`src/rtl/tamagotchi_need_arbiter.sv`:
```
// Round-robin need arbiter: grants one stat at a time, emits dwell/repeat increment
// pulses and periodic decay pulses. Define DECAY_STAGGER_EN to spread the four decays evenly.
module tamagotchi_need_arbiter #(
    parameter int unsigned DWELL_TICKS    = 3,
    parameter int unsigned REPEAT_TICKS   = 6,
    parameter int unsigned COOLDOWN_TICKS = 2,
    parameter int unsigned DECAY_TICKS    = 24
) (
    input  logic       clk,
    input  logic       btn_reset,
    input  logic       tick,
    input  logic [3:0] req,
    input  logic       dead,
    input  logic       test_mode,
    output logic [1:0] sel,
    output logic       grant_valid,
    output logic [3:0] inc_pulse,
    output logic [3:0] dec_pulse
);

    localparam logic [7:0] DWELL_8  = 8'(DWELL_TICKS);
    localparam logic [7:0] REPEAT_8 = 8'(REPEAT_TICKS);
    localparam logic [7:0] COOL_8   = 8'(COOLDOWN_TICKS);
    localparam logic [7:0] DECAY_8  = 8'(DECAY_TICKS);
    localparam int unsigned QTR     = DECAY_TICKS / 4;

    typedef enum logic [1:0] {
        ST_IDLE  = 2'd0,
        ST_GRANT = 2'd1,
        ST_COOL  = 2'd2
    } state_e;

    state_e     state_q, state_d;
    logic [7:0] cnt_q, cnt_d;
    logic [7:0] dcnt_q, dcnt_d;
    logic       first_q, first_d;
    logic [1:0] rr_q, rr_d;
    logic [1:0] sel_q, sel_d;
    logic       gv_q, gv_d;
    logic [3:0] inc_q, inc_d;
    logic [3:0] dec_q, dec_d;
    logic [1:0] winner_s;
    logic       inc_hit_s;
    logic [7:0] cnt_inc_s;
    logic [7:0] thr_s;
    logic       decay_en_s;
    logic [3:0] dec_raw_s;

    // Round-robin search: lowest offset from rr_q wins, so scan offsets downward.
    always_comb begin
        winner_s = rr_q;
        for (int k = 3; k >= 0; k--) begin
            if (req[rr_q + 2'(k)]) begin
                winner_s = rr_q + 2'(k);
            end else begin
                winner_s = winner_s;
            end
        end
    end

    // State register and all registered outputs.
    always_ff @(posedge clk or negedge btn_reset) begin
        if (!btn_reset) begin
            state_q <= ST_IDLE;
            cnt_q   <= 8'd0;
            dcnt_q  <= 8'd0;
            first_q <= 1'b0;
            rr_q    <= 2'd0;
            sel_q   <= 2'd0;
            gv_q    <= 1'b0;
            inc_q   <= 4'd0;
            dec_q   <= 4'd0;
        end else begin
            state_q <= state_d;
            cnt_q   <= cnt_d;
            dcnt_q  <= dcnt_d;
            first_q <= first_d;
            rr_q    <= rr_d;
            sel_q   <= sel_d;
            gv_q    <= gv_d;
            inc_q   <= inc_d;
            dec_q   <= dec_d;
        end
    end

    // Next-state logic: grant, dwell/repeat counting and cooldown.
    always_comb begin
        state_d   = state_q;
        cnt_d     = cnt_q;
        first_d   = first_q;
        rr_d      = rr_q;
        sel_d     = sel_q;
        inc_hit_s = 1'b0;
        cnt_inc_s = cnt_q + 8'd1;
        thr_s     = first_q ? DWELL_8 : REPEAT_8;
        if (dead) begin
            state_d = ST_IDLE;
        end else if (tick) begin
            case (state_q)
                ST_IDLE: begin
                    if (req != 4'd0) begin
                        sel_d   = winner_s;
                        cnt_d   = 8'd0;
                        first_d = 1'b1;
                        state_d = ST_GRANT;
                    end else begin
                        state_d = ST_IDLE;
                    end
                end
                ST_GRANT: begin
                    if (!req[sel_q]) begin
                        state_d = ST_COOL;
                        rr_d    = sel_q + 2'd1;
                        cnt_d   = 8'd0;
                    end else if (cnt_inc_s == thr_s) begin
                        inc_hit_s = 1'b1;
                        cnt_d     = 8'd0;
                        first_d   = 1'b0;
                    end else begin
                        cnt_d = cnt_inc_s;
                    end
                end
                ST_COOL: begin
                    if (cnt_inc_s >= COOL_8) begin
                        state_d = ST_IDLE;
                        cnt_d   = 8'd0;
                    end else begin
                        cnt_d = cnt_inc_s;
                    end
                end
                default: state_d = ST_IDLE;
            endcase
        end else begin
            state_d = state_q;
        end
    end

    // Output logic: pulse strobes, grant flag and decay scheduling.
    always_comb begin
        gv_d       = (state_d == ST_GRANT);
        inc_d      = inc_hit_s ? (4'b0001 << sel_q) : 4'd0;
        decay_en_s = tick && !dead && !test_mode;
        dcnt_d     = dcnt_q;
        dec_raw_s  = 4'd0;
        if (decay_en_s) begin
            dcnt_d = (dcnt_q == DECAY_8 - 8'd1) ? 8'd0 : dcnt_q + 8'd1;
`ifdef DECAY_STAGGER_EN
            for (int i = 0; i < 4; i++) begin
                if (dcnt_q == 8'(i * QTR)) begin
                    dec_raw_s[i] = 1'b1;
                end else begin
                    dec_raw_s[i] = 1'b0;
                end
            end
`else
            if (dcnt_q == DECAY_8 - 8'd1) begin
                dec_raw_s = 4'b1111;
            end else begin
                dec_raw_s = 4'd0;
            end
`endif
            // Feeding and decaying the same stat never coincide.
            if (state_q == ST_GRANT) begin
                dec_raw_s[sel_q] = 1'b0;
            end else begin
                dec_raw_s = dec_raw_s;
            end
        end else begin
            dcnt_d = dcnt_q;
        end
        dec_d = dec_raw_s;
    end

    assign sel         = sel_q;
    assign grant_valid = gv_q;
    assign inc_pulse   = inc_q;
    assign dec_pulse   = dec_q;

endmodule

```
`config.mk`:
```
export PLATFORM = sky130hd
export DESIGN_NAME = tamagotchi_need_arbiter
export DESIGN_NICKNAME = d
export VERILOG_FILES = /design/src/rtl/tamagotchi_need_arbiter.sv
export SDC_FILE = /design/constraint.sdc
export NUM_CORES = 1
export LEC_CHECK = 0
export CAP_MARGIN = 40
export CORE_MARGIN = 4
export CORE_UTILIZATION = 50
export DETAILED_ROUTE_END_ITERATION = 10
export GPL_TIMING_DRIVEN = 0
export PLACE_DENSITY = 0.85
export SETUP_SLACK_MARGIN = 0.3
export SLEW_MARGIN = 20
export SYNTH_ARGS = -nofsm -noshare
export SYNTH_HDL_FRONTEND = slang
export SYNTH_SLANG_ARGS = --single-unit
export TNS_END_PERCENT = 10
```
`constraint.sdc`:
```
create_clock -name clk -period 1.8 [get_ports clk]
set_input_delay 0.36 -clock clk [delete_from_list [all_inputs] [get_ports clk]]
set_output_delay 0.36 -clock clk [all_outputs]
set_load 0.005 [all_outputs]
```
* Word-level counts from Yosys, hierarchy flattened
Index checks and enable logic that the tools add are counted.
** Word-level totals
- Word-level logic and storage cells :: 91
- Output and inout port bits :: 11
- Register bits after elaboration :: 32
** Cells by class
- Shifts and indexed selects :: 1
- Multiplexer cells :: 43
- Bitwise gates (word level) :: 4
- Reduce and logical (&&, ||, !) cells :: 13
- Order comparisons :: 7
- Equality and inequality tests :: 8
- Add/subtract/negate cells :: 6
** Operator list (count)
- 8-bit 2-to-1 mux :: 5
- 8-bit case mux with 3 select lines :: 1
- 4-bit 2-to-1 mux :: 5
- 8-bit by 1-bit adder with 8-bit output (second input constant) :: 2
- 2-bit 2-to-1 mux :: 8
- 2-bit by 3-bit less-than comparator with 1-bit output (second input constant) :: 5
- 1-bit 2-to-1 mux :: 15
- 4-bit AND reduction :: 3
- 1-bit binary-select mux with 2-bit select :: 5
- 8-bit by 3-bit == test with 1-bit output :: 1
- 8-bit by 5-bit == test with 1-bit output (second input constant) :: 1
- 8-bit by 2-bit greater-or-equal comparator with 1-bit output (second input constant) :: 1
- 2-bit inequality test (second input constant) :: 3
- 2-bit case mux with 3 select lines :: 1
- 6-bit AND reduction :: 1
- 2-bit by 1-bit adder with 2-bit output (second input constant) :: 2
- 2-bit adder (second input constant) :: 2
- 4-bit bitwise AND :: 1
- 2-bit by 1-bit == test with 1-bit output (second input constant) :: 2
- 4-bit inverter :: 1
- 4-bit nonzero test :: 1
- 1-bit by 2-bit << shifter with 4-bit output (first input constant) :: 1
- 1-bit logical AND :: 3
- 3-bit 2-to-1 mux :: 1
- other kinds (9) :: 11

* Longest topological paths before layout
- Word-level depth :: 8
- Mapped depth :: 8
- Gate-level depth less buffers :: 7

* Least setup slack after synthesis
OpenSTA, ideal clock, no wires.
- Path type :: reg-to-reg
- Start :: register cnt_q[0]
- End :: register cnt_q[2]
- Required time :: 1678 ps
- Slack :: -189 ps
- Stages on the path, launching flop included :: 8
- Arrival time :: 1866 ps
- Clock period less this slack :: 1989 ps
- Path buffers :: 0
- Setup time :: 122 ps
- Path through :: dfrtp_1 -> ha_1 -> xnor2_1 -> or3b_2 -> a21oi_1 -> nand3_2 -> a41oi_1 -> o21ai_1
** Between the ends
- Word-level cells in the longest chain between the ends :: 5
- Elaborated cells between the ends (all ways) :: 7
** Ends and longest elaborated chain
- start, declared :: line 34 : logic [7:0] cnt_q, cnt_d;
- start signal, assigned :: line 75 : cnt_q <= cnt_d;
- 8-bit by 1-bit adder with 8-bit output (*) :: line 94 : cnt_inc_s = cnt_q + 8'd1;
- branches (longest 3 deep; another with 8-bit by 2-bit greater-or-equal comparator with 1-bit output)
- 8-bit case mux with 3 select lines (*) :: line 99 : case (state_q)
Mark *: on every way between the ends.
A chain may end at the register's enable or synchronous reset.

* Worst setup path in the final report
- Start :: register cnt_q[2]
- End :: register cnt_q[7]
Same word-level chain as after synthesis.

==> flow_metrics.py <==
metrics = {
    "status": {
        "outcome": "finished, violations left",
        "violations": "negative setup slack",
    },
    "floorplan": {
        "die-area_um2": 4780,
        "die_h_um": 69.1,
        "rows": 21,
        "io_pins": 20,
        "core_area_um2": 3470,
        "initial_utilization_pct": 53.9,
        "dieWidth_um": 69.1,
    },
    "synthesis": {
        "synth_edf_count": 0,
        "synth_nets": 210,
        "syn_inst": 189,
        "synthTopCellsByArea": "dfrtp_1 (43%), ha_1 (8.0%), o21ai_0 (3.5%)",
        "synth.avg_cell_area_um2": 9.89,
        "ys_warn_count": 0,
        "ys_types": 52,
        "syn_area_um2": 1870,
        "ys_seq_area_share_pct": 42.8,
        "synth.top_cell.area_share_pct": 42.8,
        "synthFlopType": "dfrtp_1",
        "synth_top_area_cell": "dfrtp_1",
        "async_reset_ff_share_pct": 100,
        "ys_seq_elements": 32,
    },
    "finish": {
        "fill_cells": 257,
        "final_common_cell": "dfrtp_1",
        "syn_to_final_growth_pct": 32.7,
        "diodes": 0,
        "finalInstanceArea_um2": 2480,
        "nNetsFinal": 241,
        "layout_common_cells": "dfrtp_1 (28), nand2_1 (14)",
        "drive_gt1_share_pct": 27.6,
    },
    "worst_setup_path": {
        "worstSetupEndpointType": "flip-flop",
        "setup.worst_path.class": "reg2reg",
        "crit_path_start_kind": "flip-flop",
        "path_max_fanout": 7,
        "worstPathArrival_ns": 2.19,
        "r2r_cells": 7,
        "required_ns": 2.00,
        "reg2reg_slack_ns": -0.20,
    },
    "cts": {
        "cts_hold_buf": 0,
        "cts_tree": "yes",
        "clockBufferDepth": 2,
        "cts_sinks": 32,
        "cts-buffers-inserted": 5,
        "clkLatencyLatePin_ns": 0.29,
        "htreeDepth": 2,
        "cts.clk_slew.worst_paths_ns": 0.06,
        "clockRootBuffer": "clkbuf_8",
    },
    "route": {
        "drcViolationCount": 0,
        "vias": 1545,
        "vias_per_cell": 5.79,
        "wl_per_cell_um": 15.8,
        "ant_nets": 0,
        "drt_wl_total_um": 4230,
        "drt_iter0_markers": 101,
        "dr.pass1.iters": 4,
    },
    "sta": {
        "slew_viol_final": 0,
        "finalCriticalPeriod_ns": 2.00,
        "worst_pin_slew_ns": 0.701,
        "setup_viol": 12,
        "fmax_mhz": 501,
        "rsz0062_at_grt": "true",
        "finalHoldViolCount": 0,
        "period_share_pct": 111,
        "slew_headroom_pct": 53.3,
        "setup_ws_ns": -0.198,
        "skew_ns": 0.00327,
    },
    "grt": {
        "grt_max_degree": 33,
        "grt_usage_pct": 18.2,
        "antenna_found_initial": 0,
        "grt_pass1_wl_um": 7010,
        "grt_remaining_overflow": 0,
        "first_global_vias": 1473,
    },
    "placed_design": {
        "place_area_um2": 2160,
        "port_buffers": 19,
        "dp_hpwl_um": 2780,
        "gp_congestion": 0.862,
    },
    "worst_hold_path": {
        "hp-class": "in2async",
    },
    "job": {
        "drv_cap": 0,
    },
    "pwr": {
        "power.density_nw_per_um2": 880,
        "power_mw": 2.18,
        "power_leakage_nw": 1.07,
        "peakVddDrop_mv": 0.611,
    },
}
==> where the power goes <==
part           switching [mW]  internal, mW  total (mW)
clock                   0.266         0.410       0.676
sequential              0.141         0.827       0.968
combinational           0.281         0.256       0.537
==> registers in the layout, indices dropped and copies added (netlist names) <==
register	count
state_q	2
dec_pulse	4
dcnt_q	8
cnt_q	8
sel	2
first_q	1
grant_valid	1
rr_q	2
inc_pulse	4
==> final timing paths <==
path / start / end
max: cnt_q[2]$_DFFE_PN0P_ / cnt_q[7]$_DFFE_PN0P_
min: btn_reset / cnt_q[5]$_DFFE_PN0P_
max reg2reg: cnt_q[2]$_DFFE_PN0P_ / cnt_q[7]$_DFFE_PN0P_
min reg2reg: dcnt_q[7]$_DFFE_PN0P_ / dcnt_q[7]$_DFFE_PN0P_
max in group asynchronous: btn_reset / sel[0]$_DFFE_PN0P_
min in group clk: dead / state_q[0]$_DFF_PN0_
==> layout make-up <==
type	instances	area [um^2]	share of cell area [%]
inverter	9	33.8	1.36
clock inverter	2	35.0	1.41
tap	46	57.6	2.32
buffer	5	33.8	1.36
timing repair buffer	24	218	8.78
sequential	32	806	32.5
clock buffer	6	72.6	2.93
multi-input combinational	143	1220	49.3
==> logic make-up after synthesis <==
family	count (synthesis)	synth area share (%)
buffers and inverters	14	3.28
adder cells (fa/ha/maj)	12	8.03
AND/OR/NAND/NOR	73	23.3
multiplexers	3	2.41
flip-flops	32	42.8
XOR/XNOR	8	3.75
AO/OA/AOI/OAI	47	16.4
==> worst max-delay path, cell delays in order, from the launching register on <==
cell	delay [ns]
dfrtp_1	0.37
buf_6	0.12
and3_4	0.17
or3_4	0.34
a211oi_4	0.33
a31o_4	0.28
a41oi_2	0.12
a31oi_1	0.19
==> layer usage <==
metal  vias up  track usage (%)  wire length, um
li1        748                -                -
met1       744             23.8             1900
met2        44             29.2             2040
met3         9             3.78              199
met4         0             7.38               92
met5         -                0                0
==> per-stage QoR <==
step                      TNS (ns)  util, %  worst slack (ns)  instances  hold WS [ns]
final                        -1.60     71.5            -0.198        267         0.120
after floorplan             -0.327        -           -0.0733        189        0.0644
after global placement      -20.37     62.3            -0.600        254         0.453
after detailed placement    -13.18     62.2            -0.619        254         0.455
after CTS                    -1.85     69.4            -0.191        267         0.144
after global routing         -2.65     71.5            -0.255        267         0.184
==> synthesized netlist by cell type (2+ instances only) <==
master,number
nand3_1,9
nor3_1,3
a41oi_1,2
a21oi_1,12
and4_1,2
o211ai_1,2
or3_1,2
nor2b_1,3
xnor2_1,7
clkbuf_1,2
o22ai_1,2
inv_1,9
nand4_1,5
mux2_2,2
and2_1,6
nand2b_1,2
nor2_1,10
nand3b_1,2
dfrtp_1,32
o31ai_1,2
a211oi_2,2
o21ai_0,13
ha_1,12
nor3b_1,2
a31oi_1,4
nand2_1,14
==> what timing repair did <==
action	4_1_cts	5_1_grt
endpoints found under the setup margin	34	30
buffers inserted	5	0
pin swaps	16	10
resized for setup	35	19
Power figures use the tool's default switching activity.
